--- src/rtl/vend_sequencer.sv ---
// Central controller for a two-product vending unit: accumulates coin credit in 5-rs units,
// hands a paid selection to the dispenser over req/ack, then pays change out through the hopper.
module vend_sequencer #(
  parameter int PRICE_A      = 3,
  parameter int PRICE_B      = 4,
  parameter int MAX_CREDIT   = 8,
  parameter int VEND_TIMEOUT = 255
) (
  input  logic       clk,
  input  logic       rst,
  input  logic [1:0] coin,
  input  logic [1:0] sel,
  input  logic       cancel,
  input  logic       vend_ack,
  input  logic       hopper_ack,
  output logic       coin_reject,
  output logic       vend_req,
  output logic [1:0] vend_item,
  output logic       change_req,
  output logic       vend_fault,
  output logic [3:0] credit,
  output logic       busy
);

  typedef enum logic [1:0] {
    S_IDLE,
    S_CREDIT,
    S_VEND,
    S_CHANGE
  } state_t;

  localparam logic [3:0] L_PRICE_A = 4'(PRICE_A);
  localparam logic [3:0] L_PRICE_B = 4'(PRICE_B);
  localparam logic [4:0] L_MAX     = 5'(MAX_CREDIT);
  localparam logic [7:0] L_TO_LAST = 8'(VEND_TIMEOUT - 1);

  state_t     r_state;
  logic [3:0] r_credit;
  logic [3:0] r_price;
  logic [7:0] r_timer;
  logic       r_coin_reject;
  logic       r_vend_req;
  logic [1:0] r_vend_item;
  logic       r_change_req;
  logic       r_vend_fault;
  logic       r_busy;

  logic       w_coin_valid;
  logic [3:0] w_coin_val;
  logic [4:0] w_coin_sum;
  logic       w_sel_valid;
  logic [3:0] w_sel_price;
  logic       w_front;
  logic       w_coin_ok;

  always_comb begin
    w_coin_val = 4'd0;
    case (coin)
      2'b01:   w_coin_val = 4'd1;
      2'b10:   w_coin_val = 4'd2;
      default: w_coin_val = 4'd0;
    endcase
  end

  // A coin is credited only at the front desk and only when nothing of higher priority shares its cycle.
  assign w_coin_valid = (coin == 2'b01) || (coin == 2'b10);
  assign w_coin_sum   = {1'b0, r_credit} + {1'b0, w_coin_val};
  assign w_sel_valid  = (sel == 2'b01) || (sel == 2'b10);
  assign w_sel_price  = (sel == 2'b01) ? L_PRICE_A : L_PRICE_B;
  assign w_front      = (r_state == S_IDLE) || (r_state == S_CREDIT);
  assign w_coin_ok    = w_front && w_coin_valid && !cancel && !w_sel_valid &&
                        (w_coin_sum <= L_MAX);

  always_ff @(posedge clk or negedge rst) begin
    if (!rst) begin
      r_state       <= S_IDLE;
      r_credit      <= 4'd0;
      r_price       <= 4'd0;
      r_timer       <= 8'd0;
      r_coin_reject <= 1'b0;
      r_vend_req    <= 1'b0;
      r_vend_item   <= 2'b00;
      r_change_req  <= 1'b0;
      r_vend_fault  <= 1'b0;
      r_busy        <= 1'b0;
    end else begin
      r_coin_reject <= (coin != 2'b00) && !w_coin_ok;
      r_vend_fault  <= 1'b0;
      case (r_state)
        S_IDLE: begin
          if (w_coin_ok) begin
            r_credit <= w_coin_sum[3:0];
            r_state  <= S_CREDIT;
          end
        end
        S_CREDIT: begin
          if (cancel) begin
            r_state      <= S_CHANGE;
            r_change_req <= 1'b1;
            r_busy       <= 1'b1;
          end else if (w_sel_valid) begin
            if (r_credit >= w_sel_price) begin
              r_credit    <= r_credit - w_sel_price;
              r_price     <= w_sel_price;
              r_vend_item <= sel;
              r_vend_req  <= 1'b1;
              r_timer     <= 8'd0;
              r_busy      <= 1'b1;
              r_state     <= S_VEND;
            end
          end else if (w_coin_ok) begin
            r_credit <= w_coin_sum[3:0];
          end
        end
        S_VEND: begin
          if (vend_ack) begin
            r_vend_req  <= 1'b0;
            r_vend_item <= 2'b00;
            r_timer     <= 8'd0;
            if (r_credit != 4'd0) begin
              r_state      <= S_CHANGE;
              r_change_req <= 1'b1;
            end else begin
              r_state <= S_IDLE;
              r_busy  <= 1'b0;
            end
          end else if (r_timer == L_TO_LAST) begin
            // Dispenser never answered: give the customer back the whole price.
            r_vend_fault <= 1'b1;
            r_credit     <= r_credit + r_price;
            r_vend_req   <= 1'b0;
            r_vend_item  <= 2'b00;
            r_timer      <= 8'd0;
            r_change_req <= 1'b1;
            r_state      <= S_CHANGE;
          end else begin
            r_timer <= r_timer + 8'd1;
          end
        end
        S_CHANGE: begin
          if (r_credit == 4'd0) begin
            r_change_req <= 1'b0;
            r_busy       <= 1'b0;
            r_state      <= S_IDLE;
          end else if (hopper_ack) begin
            r_credit <= r_credit - 4'd1;
            if (r_credit == 4'd1) begin
              r_change_req <= 1'b0;
              r_busy       <= 1'b0;
              r_state      <= S_IDLE;
            end
          end
        end
        default: begin
          r_state <= S_IDLE;
        end
      endcase
    end
  end

  assign coin_reject = r_coin_reject;
  assign vend_req    = r_vend_req;
  assign vend_item   = r_vend_item;
  assign change_req  = r_change_req;
  assign vend_fault  = r_vend_fault;
  assign credit      = r_credit;
  assign busy        = r_busy;

endmodule

--- config.mk ---
export PLATFORM = sky130hd
export DESIGN_NAME = vend_sequencer
export DESIGN_NICKNAME = d
export VERILOG_FILES = /design/src/rtl/vend_sequencer.sv
export SDC_FILE = /design/constraint.sdc
export NUM_CORES = 1
export LEC_CHECK = 0
export CORE_ASPECT_RATIO = 0.6
export CORE_MARGIN = 3
export CORE_UTILIZATION = 42
export CTS_CLUSTER_DIAMETER = 150
export DETAILED_ROUTE_END_ITERATION = 8
export SLEW_MARGIN = 30
export SYNTH_ARGS = -nofsm -noshare
export SYNTH_HDL_FRONTEND = slang
export SYNTH_SLANG_ARGS = --single-unit
--- constraint.sdc ---
create_clock -name clk -period 2.6 [get_ports clk]
set_clock_uncertainty 0.05 [all_clocks]
set_input_delay 0.26 -clock clk [delete_from_list [all_inputs] [get_ports clk]]
set_output_delay 0.26 -clock clk [all_outputs]
set_load 0.02 [all_outputs]
Yosys cells after proc, flatten, opt, wreduce, memory -nomap -nowiden:

Index checks and enable logic that the tools add are counted.

* $add $sub $neg: 5
* order comparisons: 2
* eq/ne operators: 27
* mux-type cells: 55
* bitwise logic cells: 1
* reduce and logical (&&, ||, !) cells: 24

Operators with widths (count)
* $mux W8: 5
* $mux W4: 8
* $mux W2: 15
* $ne A2 B2 Y1 const B: 10
* $mux W1: 18
* $reduce_and A6 Y1: 3
* $pmux W4 S4: 1
* $pmux W8 S2: 1
* $ne A3 B3 Y1 const B: 5
* $add A8 B1 Y8 const B: 1
* $eq A2 B2 Y1 const B: 4
* $eq A8 B8 Y1 const B: 1
* $pmux W2 S2: 2
* $pmux W2 S4: 1
* $reduce_and A4 Y1: 2
* $reduce_and A7 Y1: 1
* $eq A2 B1 Y1 const B: 3
* $ne A3 B2 Y1 const B: 2
* $pmux W1 S3: 2
* $add A4 B4 Y5: 1
* $le A5 B4 Y1 const B: 1
* $logic_and A1 B1 Y1: 5
* $reduce_and A5 Y1: 1
* $add A4 B4 Y4: 1
* 15 further kinds: 20

* flip-flop bits (word level): 25
* input port bits: 9
* output and inout port bits: 11
* logic and storage cells: 124

Logic depth before layout (Yosys ltp):

* word-level depth: 10
* gate-level depth with buffers: 10
* mapped depth without buffers: 10

Worst setup path after synthesis:

OpenSTA, ideal clock, no wires.

* kind: reg-to-reg
* start: register r_credit[1] (netlist: credit[1])
* end: register r_credit[1] (netlist: credit[1])
* library setup time: 0.146 ns
* arrival: 2.232 ns
* required time: 2.404 ns
* slack: 0.172 ns
* stages on the path, launching flop included: 8
* buffers on the path: 0
* period minus slack after synthesis: 2.428 ns
* path through: dfrtp_1 > inv_1 > fa_1 > nand2b_1 > o2111ai_1 > nand4_1 > o311ai_0 > a221oi_1

* word-level cells in the longest chain between the ends: 7
* elaborated cells between the ends (all ways): 20
* classes of those cells: add/sub: 4; order compare: 2; eq/ne: 2; mux: 9; reduce/logical: 3

RTL lines
* start: declaration: line 38 `logic [3:0] r_credit;`
* start signal: assignment: line 92 `r_credit <= w_coin_sum[3:0];`
* start signal: assignment: line 103 `r_credit <= r_credit - w_sel_price;`
* start signal: assignment: line 112 `r_credit <= w_coin_sum[3:0];`
* $add A4 B4 Y5: line 67 `assign w_coin_sum = {1'b0, r_credit} + {1'b0, w_coin_val};`
* $le A5 B4 Y1: line 72 `(w_coin_sum <= L_MAX);`
* $logic_and A1 B1 Y1: line 71 `assign w_coin_ok = w_front && w_coin_valid && !cancel && !w_sel_valid &&`
* $mux W4: line 91, 111
* $mux W4: line 101 `end else if (w_sel_valid) begin`
* $mux W4: line 97 `if (cancel) begin`
* $pmux W4 S4: line 89 `case (r_state)`

Parallel ways exist; a longest one is shown, timed or not. The select of a mux whose other input is x is not followed.
A chain may end at the register's enable or synchronous reset.

Final worst setup path:

* start: input sel[1]
* end: register r_credit[0] (netlist: credit[0])

* elaborated cells between the ends (all ways): 16
* classes of those cells: add/sub: 1; order compare: 1; eq/ne: 3; mux: 6; reduce/logical: 5

RTL lines
* start: declaration: line 12 `input logic [1:0] sel,`
* $eq A2 B1 Y1 (*): line 69 `assign w_sel_price = (sel == 2'b01) ? L_PRICE_A : L_PRICE_B;`
* $mux W3 (*): line 69
* via w_sel_price[0]: line 52 `logic [3:0] w_sel_price;`
* $sub A4 B3 Y4: line 103
* $mux W4: line 102 `if (r_credit >= w_sel_price) begin`
* $mux W4: line 101
* $mux W4: line 97
* $pmux W4 S4: line 89

Mark *: on every way through the listed nets, which the timed path passes. The rest lies on a longest branch. The select of a mux whose other input is x is not followed.

==> summary.txt <==
Place
  – Gp weighted congestion: 0.916
  – Detailed Place HPWL: 3.85 mm
  – Buffers on Ports: 19
  – Inst Count DP: 297

Clock network
  – CTS clk-pin slew, worst paths: about 0.080 ns
  – CTS Buf Count: 3
  – Clk sinks: 23
  – CTS tree: yes
  – Clk_lat worst skew: around 0.27 ns
  – Root Buffer: clkbuf_8
  – H-tree Lvls: 1
  – Clock tree buffer depth: 2

Timing
  – Slew Limit Fails: 0
  – Max frequency: 0.397 GHz
  – Max-Slew Margin vs Limit: 66.1%
  – Number of setup violations in the final report: 0
  – Final Hold Viols: 0
  – Final min period: 2.52 ns
  – Period utilisation layout: 97.0%
  – Slew @ Worst Pin: 0.508 ns
  – Sum of negative setup slack: 0 ns

Outcome
  – Status: finished, final reports clean

Power and ir drop
  – Reg power frac: 24.7%
  – Sw Ratio: 47.1%
  – Leakage power: 1.04 nW
  – Net Switching: 1.19 mW
  – Internal Dissipation: 1.33 mW
  – Clk pwr share: 9.2%
  – VDD IR-drop max: between 0.5 and 0.6 mV
  – Combinational power share: 66.2%
  – PwrDens: ~1100 mW/mm2

Route
  – Routed WL per cell: 16.0 um
  – Post-DRT Antenna Nets: 0
  – Vias: between 1,500 and 2,000
  – Routed WL: a little under 5 mm
  – Initial DRC count: between 100 and 150
  – Vias per cell: roughly 5.8
  – Drt pass-1 iters: 5
  – DRC Markers: 0

Setup path
  – FF-to-FF setup slack: 0.15 ns
  – Critical path fanouts, max: 5
  – Worst setup EP type: flop
  – FF-to-FF Start: credit[0]
  – Kind of critical path: input port to flop
  – R2R cell count: 8
  – Startpoint types: input port
  – CP Data Arrival Time: around 2.6 ns
  – Reg-to-Reg End: credit[0]
  – Worst EP required: 2.72 ns

Yosys
  – Number of synthesized flops with an enable pin: 0
  – Cell taking the most area after synthesis: dfrtp_1
  – Synth Cell Area: between 0.0015 and 0.002 mm2
  – Synth Net Count: 232
  – Synth area leaders: dfrtp_1 31%, ha_1 11%, o21ai_0 6.8%
  – Post-synth cell types: 53
  – Count leader, synth: o21ai_0
  – Most frequent cells after synthesis: 25 x o21ai_0, 23 x dfrtp_1, 16 x ha_1, 16 x nand2_1, 13 x nor2_1
  – Seq cells post-synth: 23
  – Sequential share of the synthesized area: about a third
  – Main flop type after synthesis: dfrtp_1
  – Top-area cell type share of the netlist area: 31.4%
  – Ys Warns: 0
  – Syn_area_per_cell: 8.98 um2
  – Post-synthesis cell count: 204
  – Post-synth ARST share: 100%

Floorplanning
  – Die extent in x: 91.3 um
  – I/O Pins: 20
  – Core area: 0.00391 mm2
  – DIE AREA: approximately 0.0052 mm2
  – # rows: 17
  – Initial Util: 46.8%
  – Vert. Die Dim: 57.2 um

Global route
  – Initial antenna violation count: 0
  – Vias in the first global route: 1,585
  – GRT Util Overall: about a fifth
  – Largest net degree at the start of global routing: 24
  – First-pass GRT wire length: 7.99 mm
  – Grt ovf: 0

Hold path
  – Hold WC Path Type: input port to async pin

Final layout
  – Area Growth Syn to Fin: 27.5%
  – Final-stage net count: 279
  – Final core occ: 59.7%
  – Layout cells sized above 1: 20.0%
  – Final non-filler cell total: 307
  – Antenna cells: 0

Job
  – Max_cap viols: 0
-- sequential cells by signal, indices dropped and copies added (netlist names) --
name and flops:
vend_item 2, coin_reject 1, r_state 2, change_req 1, r_price 2, busy 1
credit 4, vend_fault 1, r_timer 8, vend_req 1
-- cell type report --
| type | instances | area, um2 |
|---|---|---|
| fill | 344 | 1580 |
| multi-input combinational | 161 | 1180 |
| sequential | 23 | 578 |
| timing repair buffer | 49 | 413 |
| tap | 57 | 71.3 |
| inverter | 13 | 48.8 |
| clock buffer | 4 | 45.0 |
-- layout by cell type (no fill, tap or decap), types with 2 or more instances in the layout --
cell type	n
and3_1	2
ha_1	14
a31oi_1	5
a211oi_1	3
a211oi_2	2
dfrtp_2	2
nand3_1	7
clkbuf_8	3
o21ai_1	2
o211ai_1	2
buf_4	30
fa_1	2
xor2_1	3
nor3_1	2
nor2b_1	5
nor2_1	13
o31ai_1	3
ha_2	2
clkdlybuf4s50_1	17
o21ai_0	23
nand2b_1	2
nand2_1	16
inv_1	12
a21oi_1	10
nand3b_1	2
a22o_1	2
nand4_1	4
xnor2_1	3
a21o_1	4
dlygate4sd2_1	2
mux2i_1	2
dfrtp_1	21
-- critical path, stage by stage --
cell,delay (ns)
clkdlybuf4s50_1,0.48
inv_1,0.05
ha_1,0.22
ha_1,0.23
fa_2,0.35
a21bo_2,0.23
a2111oi_2,0.09
a211oi_2,0.42
nor2_1,0.09
a221oi_1,0.23
-- power groups by stage --
| stage | combinational, mW | clock, mW | sequential [mW] |
|---|---|---|---|
| CTS | 1.60 | 0.238 | 0.611 |
| floorplan | 1.01 | 0 | 0.643 |
| detailed placement | 1.56 | 0 | 0.617 |
| finish | 1.67 | 0.231 | 0.623 |
| global route | 1.83 | 0.250 | 0.639 |
| global placement | 1.53 | 0 | 0.612 |
-- logic make-up (layout without fill, tap and decap cells) --
family                   Yosys count  after routing  share of synthesized area, %
AO/OA/AOI/OAI                     71             71                          25.7
AND/OR/NAND/NOR                   63             63                          18.8
flip-flops                        23             23                          31.4
buffers and inverters             20             66                          5.94
adder cells (fa/ha/maj)           19             19                          14.2
XOR/XNOR                           6              6                          2.87
multiplexers                       2              2                          1.09
-- per-layer routing --
| layer | routed length (um) | global-route usage (%) |
|---|---|---|
| met1 | 2610 | 31.5 |
| met2 | 1860 | 26.3 |
| met3 | 411 | 4.08 |
| met4 | 30 | 4.08 |
| met5 | 0 | 0 |
-- worst max-delay path by stage --
stage	start	endpoint
after floorplan	credit[1]	credit[1]
after global placement	coin[1]	credit[1]
after detailed placement	coin[1]	credit[1]
after global routing	sel[1]	credit[1]
final	sel[1]	credit[0]
after CTS	sel[0]	vend_item[1]
-- per-stage QoR --
step | cell area (um2) | setup slack [ns] | power (mW) | hold slack [ns]
final | 2330 | 0.0788 | 2.52 | 0.292
after global placement | 2210 | -0.273 | 2.14 | 0.412
after detailed placement | 2210 | -0.336 | 2.18 | 0.433
after floorplan | 1830 | 0.172 | 1.65 | -0.0856
after global routing | 2330 | -0.0364 | 2.72 | 0.321
after CTS | 2310 | 0.0285 | 2.45 | 0.293
-- timing repair --
| item | in CTS | in global routing |
|---|---|---|
| hold buffers | 0 | 0 |
| pin swaps | 5 | 4 |
| setup endpoints to repair | 1 | 17 |
| buffers inserted | 6 | 0 |
| resized for setup | 5 | 9 |
Note: power is estimated with default switching activity, not from simulation.
